`src/rtl/alu_share_ctrl_pkg.sv`:
```
// Shared constants for the ALU sharing sequencer: widths, ALU opcodes and FSM encodings.
package alu_share_ctrl_pkg;

  localparam int INTERNAL_BITS = 16;
  localparam int ALUOP_BITS    = 4;

  localparam logic [ALUOP_BITS-1:0] OP_AND = 4'b0000;
  localparam logic [ALUOP_BITS-1:0] OP_OR  = 4'b0001;
  localparam logic [ALUOP_BITS-1:0] OP_ADD = 4'b0010;
  localparam logic [ALUOP_BITS-1:0] OP_SUB = 4'b0110;
  localparam logic [ALUOP_BITS-1:0] OP_SLT = 4'b0111;
  localparam logic [ALUOP_BITS-1:0] OP_NOR = 4'b1100;

  typedef logic [1:0] state_t;

  localparam state_t IDLE = 2'd0;
  localparam state_t EXEC = 2'd1;
  localparam state_t RESP = 2'd2;

  function automatic logic op_legal(input logic [ALUOP_BITS-1:0] op);
    case (op)
      OP_AND, OP_OR, OP_ADD, OP_SUB, OP_SLT, OP_NOR: return 1'b1;
      default: return 1'b0;
    endcase
  endfunction

endpackage

```
`src/rtl/alu_share_ctrl_rr_arbiter.sv`:
```
// Round-robin picker: first requester set at or after (ptr+1) mod NREQ, with wrap.
module alu_share_ctrl_rr_arbiter #(
  parameter int NREQ = 4,
  parameter int IDW  = $clog2(NREQ)
) (
  input  logic [NREQ-1:0] req,
  input  logic [IDW-1:0]  ptr,
  output logic [NREQ-1:0] grant,
  output logic [IDW-1:0]  grant_idx,
  output logic            any_req
);

  logic [IDW-1:0] cand;

  // Walk farthest-first so the closest candidate after ptr is the last one written.
  always_comb begin
    grant     = '0;
    grant_idx = '0;
    cand      = '0;
    any_req   = |req;
    for (int k = NREQ; k >= 1; k--) begin
      cand = IDW'((int'(ptr) + k) % NREQ);
      if (req[cand]) begin
        grant       = '0;
        grant[cand] = 1'b1;
        grant_idx   = cand;
      end
    end
  end

endmodule

```
`src/rtl/alu_share_ctrl.sv`:
```
// Time-shares one combinational ALU between NREQ requesters; results return tagged with the requester id.
//   state | meaning
//   IDLE  | arbitrate; accept the winner and register its operands onto the ALU
//   EXEC  | ALU evaluates registered inputs; capture result/zero or flag an illegal op
//   RESP  | hold the response until rsp_ready
module alu_share_ctrl
  import alu_share_ctrl_pkg::*;
#(
  parameter int NREQ = 4,
  parameter int DW   = INTERNAL_BITS,
  parameter int OPW  = ALUOP_BITS,
  parameter int IDW  = $clog2(NREQ)
) (
  input  logic              clk,
  input  logic              rst_n,
  input  logic [NREQ-1:0]   req_valid,
  output logic [NREQ-1:0]   req_ready,
  input  logic [NREQ*OPW-1:0] req_op,
  input  logic [NREQ*DW-1:0]  req_a,
  input  logic [NREQ*DW-1:0]  req_b,
  output logic [DW-1:0]     alu_in1,
  output logic [DW-1:0]     alu_in2,
  output logic [OPW-1:0]    alu_op,
  input  logic [DW-1:0]     alu_result,
  input  logic              alu_zero,
  output logic              rsp_valid,
  input  logic              rsp_ready,
  output logic [IDW-1:0]    rsp_id,
  output logic [DW-1:0]     rsp_data,
  output logic              rsp_zero,
  output logic              rsp_err,
  output logic              busy
);

  state_t          state;
  logic [IDW-1:0]  rr_ptr;
  logic [NREQ-1:0] grant;
  logic [IDW-1:0]  grant_idx;
  logic            any_req;

  alu_share_ctrl_rr_arbiter #(
    .NREQ (NREQ),
    .IDW  (IDW)
  ) u_arb (
    .req       (req_valid),
    .ptr       (rr_ptr),
    .grant     (grant),
    .grant_idx (grant_idx),
    .any_req   (any_req)
  );

  // Grant is only offered while idle and out of reset, so nothing is accepted during a response.
  assign req_ready = (rst_n && state == IDLE) ? grant : '0;
  assign rsp_valid = (state == RESP);
  assign busy      = (state == EXEC) || (state == RESP);

  always_ff @(posedge clk or negedge rst_n) begin
    if (!rst_n) begin
      state    <= IDLE;
      rr_ptr   <= IDW'(NREQ - 1);
      alu_in1  <= '0;
      alu_in2  <= '0;
      alu_op   <= '0;
      rsp_id   <= '0;
      rsp_data <= '0;
      rsp_zero <= 1'b0;
      rsp_err  <= 1'b0;
    end else begin
      case (state)
        IDLE: begin
          if (any_req) begin
            alu_op  <= req_op[int'(grant_idx)*OPW +: OPW];
            alu_in1 <= req_a[int'(grant_idx)*DW +: DW];
            alu_in2 <= req_b[int'(grant_idx)*DW +: DW];
            rsp_id  <= grant_idx;
            rr_ptr  <= grant_idx;
            state   <= EXEC;
          end
        end
        EXEC: begin
          if (op_legal(alu_op)) begin
            rsp_data <= alu_result;
            rsp_zero <= alu_zero;
            rsp_err  <= 1'b0;
          end else begin
            rsp_data <= '0;
            rsp_zero <= 1'b0;
            rsp_err  <= 1'b1;
          end
          state <= RESP;
        end
        RESP: begin
          if (rsp_ready) state <= IDLE;
        end
        default: state <= IDLE;
      endcase
    end
  end

endmodule

```
`config.mk`:
```
export PLATFORM = sky130hd
export DESIGN_NAME = alu_share_ctrl
export DESIGN_NICKNAME = d
export VERILOG_FILES = /design/src/rtl/alu_share_ctrl_pkg.sv /design/src/rtl/alu_share_ctrl_rr_arbiter.sv /design/src/rtl/alu_share_ctrl.sv
export SDC_FILE = /design/constraint.sdc
export NUM_CORES = 1
export LEC_CHECK = 0
export ABC_AREA = 0
export CORE_MARGIN = 10
export CORE_UTILIZATION = 30
export CTS_CLUSTER_DIAMETER = 100
export DETAILED_ROUTE_END_ITERATION = 10
export GPL_TIMING_DRIVEN = 0
export HOLD_SLACK_MARGIN = 0.1
export PLACE_DENSITY = 0.76
export SYNTH_ARGS = -nofsm -noshare
export SYNTH_HDL_FRONTEND = slang
export SYNTH_SLANG_ARGS = --single-unit
```
`constraint.sdc`:
```
create_clock -name clk -period 2.8 [get_ports clk]
set_clock_uncertainty 0.2 [all_clocks]
set_input_delay 0.42 -clock clk [delete_from_list [all_inputs] [get_ports clk]]
set_output_delay 0.42 -clock clk [all_outputs]
set_load 0.05 [all_outputs]
```
## Word-level counts from Yosys, hierarchy flattened

Cells that the tools add are included.

| storage, ports and cells | value |
|---|---|
| flip-flop bits (word level) | 60 |
| output and inout port bits | 62 |
| logic and storage cells | 78 |

| cells by class | value |
|---|---|
| add/sub/neg operators | 4 |
| magnitude comparators | 8 |
| equal/unequal tests | 9 |
| shift-type cells | 3 |
| muxes and demuxes | 33 |
| reductions and logical operators | 12 |

Operators by type and width:

| kind | number |
|---|---|
| 64-bit by 7-bit variable part select with 16-bit output | 2 |
| 4-bit 2-to-1 mux | 5 |
| 16-bit 2-to-1 mux | 1 |
| 16-bit by 5-bit variable part select with 4-bit output | 1 |
| 2-bit by 3-bit less-than comparator with 1-bit output, second input constant | 4 |
| 1-bit 2-to-1 mux | 12 |
| 2-bit 2-to-1 mux | 6 |
| 1-bit binary-select mux with 2-bit select | 4 |
| 1-bit demux with 2-bit select | 4 |
| 4-bit by 3-bit equality test with 1-bit output, second input constant | 2 |
| 2-bit by 1-bit greater-or-equal comparator with 1-bit output, second input constant | 4 |
| 2-bit case mux with 3 select lines | 1 |
| 6-bit OR reduction | 1 |
| 1-bit logical AND | 5 |
| 2-bit by 1-bit adder with 2-bit output, second input constant | 2 |
| 2-bit adder, second input constant | 2 |
| 4-bit by 1-bit equality test with 1-bit output, second input constant | 1 |
| 4-bit by 2-bit equality test with 1-bit output, second input constant | 1 |
| 4-bit equality test, second input constant | 1 |
| 4-bit logical NOT | 1 |
| 2-bit AND reduction | 2 |
| 4-bit OR reduction | 1 |
| 2-bit by 1-bit equality test with 1-bit output, second input constant | 1 |
| 2-bit equality test, second input constant | 1 |
| other kinds (4) | 4 |

## Longest topological paths before layout

| depth | value |
|---|---|
| depth in word-level cells | 10 |
| mapped depth | 11 |
| gate-level depth less buffers | 8 |

## By module

A second synthesis with hierarchy kept.

| second synthesis, totals | value |
|---|---|
| cell total of the unflattened synthesis | 355 |
| area, all modules | 3,947.5 sq um |

Modules (own cells, without submodules):

| module | instances | cells each | area an instance (sq um) | sequential area each (sq um) |
|---|---|---|---|---|
| alu_share_ctrl | 1 | 296 | 3,489.6 | 1,503.9 |
| alu_share_ctrl_rr_arbiter | 1 | 59 | 457.9 | 0.0 |

## Worst setup path before layout

Ideal clock, no wire load.

| timing path | value |
|---|---|
| path type | reg-to-output |
| start | register rr_ptr[0] |
| end | output port req_ready[0] |
| arrival | 2.868 ns |
| path slack | -0.688 ns |
| cell stages (with the launch flop) | 9 |
| buffers on the path | 1 |
| cell sequence | dfstp_2 buf_6 inv_2 ha_1 mux4_2 nor2b_4 a221oi_1 a211o_1 a21oi_1 |

| between the ends | value |
|---|---|
| longest elaborated chain between the ends | 10 |
| elaborated cells between the ends (all ways) | 37 |
| those cells by class | add/sub (4); order compare (8); mux (21); reduce/logical (4) |

RTL lines:

| element | line | source |
|---|---|---|
| start, declared | alu_share_ctrl.sv:36 | `logic [IDW-1:0] rr_ptr;` |
| start signal, assigned | alu_share_ctrl.sv:60 | `rr_ptr <= IDW'(NREQ - 1);` |
| start signal, assigned | alu_share_ctrl.sv:76 | `rr_ptr <= grant_idx;` |
| 2-bit by 1-bit adder with 2-bit output | alu_share_ctrl_rr_arbiter.sv:22 | `cand = IDW'((int'(ptr) + k) % NREQ);` |
| 2-bit by 3-bit less-than comparator with 1-bit output (not written as such) / 2-bit by 1-bit greater-or-equal comparator with 1-bit output (equally long branches) | alu_share_ctrl_rr_arbiter.sv:25 | `grant[cand] = 1'b1;` |
| 1-bit logical AND (not written as such) | alu_share_ctrl_rr_arbiter.sv:25 |  |
| 1-bit 2-to-1 mux (not written as such) | alu_share_ctrl_rr_arbiter.sv:25 |  |
| 1-bit demux with 2-bit select | n/a |  |
| 4-bit 2-to-1 mux (3 in series) | alu_share_ctrl_rr_arbiter.sv:23 | `if (req[cand]) begin` |
| 4-bit 2-to-1 mux * | alu_share_ctrl_rr_arbiter.sv:23 |  |
| 4-bit 2-to-1 mux * | alu_share_ctrl.sv:53 | `assign req_ready = (rst_n && state == IDLE) ? grant : '0;` |
| end, declared | alu_share_ctrl.sv:17 | `output logic [NREQ-1:0] req_ready,` |

Every way passes the cells marked *; elsewhere a longest branch is shown, timed or not. The select of a mux whose other input is x is not followed.

## Worst setup path in the final report

Same ends and word-level chain as after synthesis.

==> PnR_summary.wiki <==
{| class="wikitable"
! Metric !! Value
|-
| Instance count along the most critical hold path || 2
|-
| Proportion of synthesized flip-flops having asynchronous set or reset || 100%
|-
| Syn-to-layout area delta || 84.8%
|-
| Clk buf depth || 2
|-
| First-pass DRT Iterations || 4
|-
| Worst-Margin Slew || 0.624 ns
|-
| Slew HR || 58.4%
|-
| Crit path required time || 2.18 ns
|-
| FF-to-FF End || alu_in1[14]
|-
| Mapped Avg Cell Area || 9.01 um2
|-
| Average wire length per cell after detail routing || 19.3 um
|-
| Clock transition at path regs || 0.06 ns
|-
| Count of boundary I/O pins || 230
|-
| Minimum period implied by the final worst setup slack || 3.24 ns
|-
| Die area || 0.0185 mm2
|-
| Arrival time worst endpoint || 2.62 ns
|-
| Detailed-route vias per instance || 4.96
|-
| Worst setup slack for register-to-register paths || -0.28 ns
|-
| Slew Limit Fails || 0
|-
| Sequential area share after synthesis || 37.2%
|-
| Power density cells || 1380 mW/mm2
|-
| Latest clock arrival within the worst-skew pair || 0.33 ns
|-
| Detailed placer's ending HPWL || 13.2 mm
|-
| # rows || 42
|-
| Overall routed net length || 17.4 mm
|-
| Count of state elements after synthesis || 60
|-
| Core area || 0.0132 mm2
|-
| Status || finished with violations
|-
| Period utilization || 116%
|-
| Die Y-Extent || 136 um
|-
| Buffers added on ports || 229
|-
| Number of buffers inserted during clock tree synthesis || 9
|-
| CTS tree || built
|-
| Worst-path maximum fanout || 4
|-
| Yosys cell types || 40
|-
| Crit Reg-Reg Startpoint || rr_ptr[0]
|-
| Launch instance of the worst min-delay path || rsp_id[0]
|-
| Overall track demand over capacity in global routing || 18.0%
|-
| Type of element capturing the critical path || primary output
|-
| Maximum level of the CTS H-tree || 3
|-
| Violated checks || setup timing
|-
| Syn Inst Count || 449
|-
| Sinks on Clock Net || 60
|-
| Clock root buffer || clkbuf_16
|-
| Worst hold endpoint || rsp_id[0]
|-
| Initial Util || 30.5%
|-
| Number of nets produced by synthesis || 628
|-
| Final weighted congestion in routability-driven placement || 0.867
|-
| First-pass GRT wire length || 26.4 mm
|-
| Worst hold path class || register to register
|-
| Most used DFF post-synth || dfrtp_1
|-
| Number of antenna violations at the first check in global routing || 0
|-
| Worst voltage drop across the vdd grid || 792 uV
|-
| Max-cap violation count || 0
|-
| Via count || 4457
|-
| Worst path setup slack after routing || -0.442 ns
|-
| Maximum number of pins on one net before global-route repair || 33
|-
| Worst Path Class, Setup || register to primary output
|-
| Setup repair after global routing missed its margin || yes
|-
| Final std cell area, no fill || 0.00747 mm2
|-
| # DRC || 0
|-
| Highest clock rate || 308 MHz
|-
| Antenna Diode Count || 0
|-
| YS warnings || 0
|-
| Cell area after technology mapping || 0.00404 mm2
|-
| Critical path startpoint category || register
|-
| Number of nets at the end of the flow || 897
|-
| DRT iter0 DRCs || 218
|-
| Number of enable flip-flop cells after synthesis || 0
|-
| Leakage power of the design || 3.11 nW
|-
| Number of hold violations in the final report || 0
|-
| Layout cells sized above 1 || 15.6%
|-
| Setup violation total in the final timing report || 40
|-
| Number of global-route vias before repair || 4847
|-
| Post-layout power || 10.3 mW
|-
| Antenna Violating Nets Remaining || 0
|-
| Area of placed instances || 0.00664 mm2
|-
| Register-to-Register Path Depth || 14
|-
| Chip width || 136 um
|-
| GRT Residual Overflow || 0
|-
| Total of fill cells in the finished design || 1192
|}
[worst max-delay path, cell delays in order (launching register included)]
cell	delay, ns
dfstp_2	0.56
buf_8	0.13
inv_8	0.03
ha_4	0.29
mux4_2	0.36
buf_4	0.18
a221oi_1	0.33
a211o_1	0.18
a21oi_4	0.06
buf_6	0.17
[worst max-delay path by stage]
| stage | from | to | slack, ns | cells after the start |
|---|---|---|---|---|
| 2_1_floorplan | rr_ptr[0] | req_ready[0] | -0.11 | 8 |
| 3_3_place_gp | rst_n | req_ready[1] | -2.70 | 4 |
| 3_5_place_dp | req_valid[0] | req_ready[1] | -0.97 | 7 |
| 4_1_cts | rr_ptr[0] | req_ready[1] | -0.41 | 9 |
| 5_1_grt | rr_ptr[0] | req_ready[0] | -0.50 | 9 |
| 6_report | rr_ptr[0] | req_ready[0] | -0.44 | 9 |
[repair_timing]
item                                   CTS  global route
hold buffers                             2             0
resized for setup                       87            30
endpoints found under the hold margin   29             0
pin swaps                                9             9
gates cloned                             5             0
setup endpoints to repair               43            43
setup buffers                           21             2
[routing by layer]
| metal | part of all wire (%) | up-vias | global-route usage, % |
|---|---|---|---|
| met2 | 50 | 182 | 31.5 |
| met3 | 8.3 | 25 | 5.90 |
| li1 | - | 2146 | - |
| met4 | 2.1 | 0 | 5.62 |
| met5 | 0 | - | 0 |
| met1 | 40 | 2104 | 20.3 |
[state kept, by name (all words and copies together) (netlist names)]
| register | count |
|---|---|
| rsp_err | 1 |
| rr_ptr | 2 |
| rsp_data | 16 |
| alu_in2 | 16 |
| alu_op | 4 |
| rsp_zero | 1 |
| state | 2 |
| rsp_id | 2 |
| alu_in1 | 16 |
[cell families after synthesis]
family,synth area share (%)
AOI/OAI and AO/OA,24.9
and+or+nand+nor,14.4
buffers and inverters,7.67
DFF,37.2
muxes,12.2
adders and majority gates,3.40
xor gates and xnor gates,0.217
[area by class of cell]
class,instances,area [um2],area share [%]
clock buffers,9,225,3.01
inverters,26,105,1.41
flip-flops and latches,60,1500,20.1
repair buffers,259,2640,35.3
clock inverters,7,52.6,0.703
plain buffers,36,267,3.57
well taps,176,220,2.95
multi-input cells,326,2460,32.9
[per-stage QoR]
stage,worst slack (ns),utilization [%],TNS (ns),hold slack (ns),std cells
after floorplan,-0.108,-,-0.451,-0.0756,449
after global placement,-2.70,50.0,-81.02,0.262,854
after detailed placement,-0.967,50.1,-23.35,0.270,855
after CTS,-0.406,55.8,-7.67,0.283,898
after global routing,-0.503,56.4,-12.88,0.317,899
final,-0.442,56.4,-9.19,0.283,899
[layout by cell type, fill, tap and decap left out, types with 7 or more instances in the layout]
cell | Yosys | routed
o211ai_1 | 35 | 35
dfrtp_1 | 58 | 58
buf_4 | 0 | 18
and3_1 | 35 | 34
a21boi_0 | 35 | 34
inv_1 | 25 | 24
nand2_1 | 67 | 67
buf_12 | 4 | 9
clkbuf_16 | 0 | 9
clkdlybuf4s50_1 | 0 | 224
ha_1 | 11 | 10
mux2i_1 | 40 | 23
clkbuf_1 | 31 | 14
nor2_1 | 8 | 8
o21ai_0 | 56 | 43
o21ai_1 | 0 | 13
buf_6 | 1 | 7
mux2i_4 | 0 | 11
[synth_stat cells, types with 2 or more instances]
| cell | count | area (um2) |
|---|---|---|
| o21a_1 | 2 | 15.0 |
| dfrtp_1 | 58 | 1450 |
| nor2b_4 | 2 | 27.5 |
| dfstp_2 | 2 | 52.6 |
| a21oi_1 | 5 | 25.0 |
| a221oi_1 | 4 | 35.0 |
| buf_12 | 4 | 80.1 |
| mux2i_1 | 40 | 400 |
| a211o_1 | 4 | 35.0 |
| and2_1 | 2 | 12.5 |
| mux4_2 | 2 | 45.0 |
| inv_1 | 25 | 93.8 |
| o211ai_1 | 35 | 263 |
| a21boi_0 | 35 | 263 |
| ha_1 | 11 | 138 |
| mux2_2 | 2 | 22.5 |
| o21ai_0 | 56 | 280 |
| nor2_1 | 8 | 30.0 |
| nand2_1 | 67 | 251 |
| clkbuf_1 | 31 | 116 |
| and3_1 | 35 | 219 |
[power by group]
| part | switching [mW] | total (mW) | internal (mW) |
|---|---|---|---|
| clock | 0.446 | 1.05 | 0.603 |
| sequential | 0.225 | 1.52 | 1.29 |
| combinational | 4.31 | 7.74 | 3.43 |
Note: power is estimated with default switching activity, not from simulation.
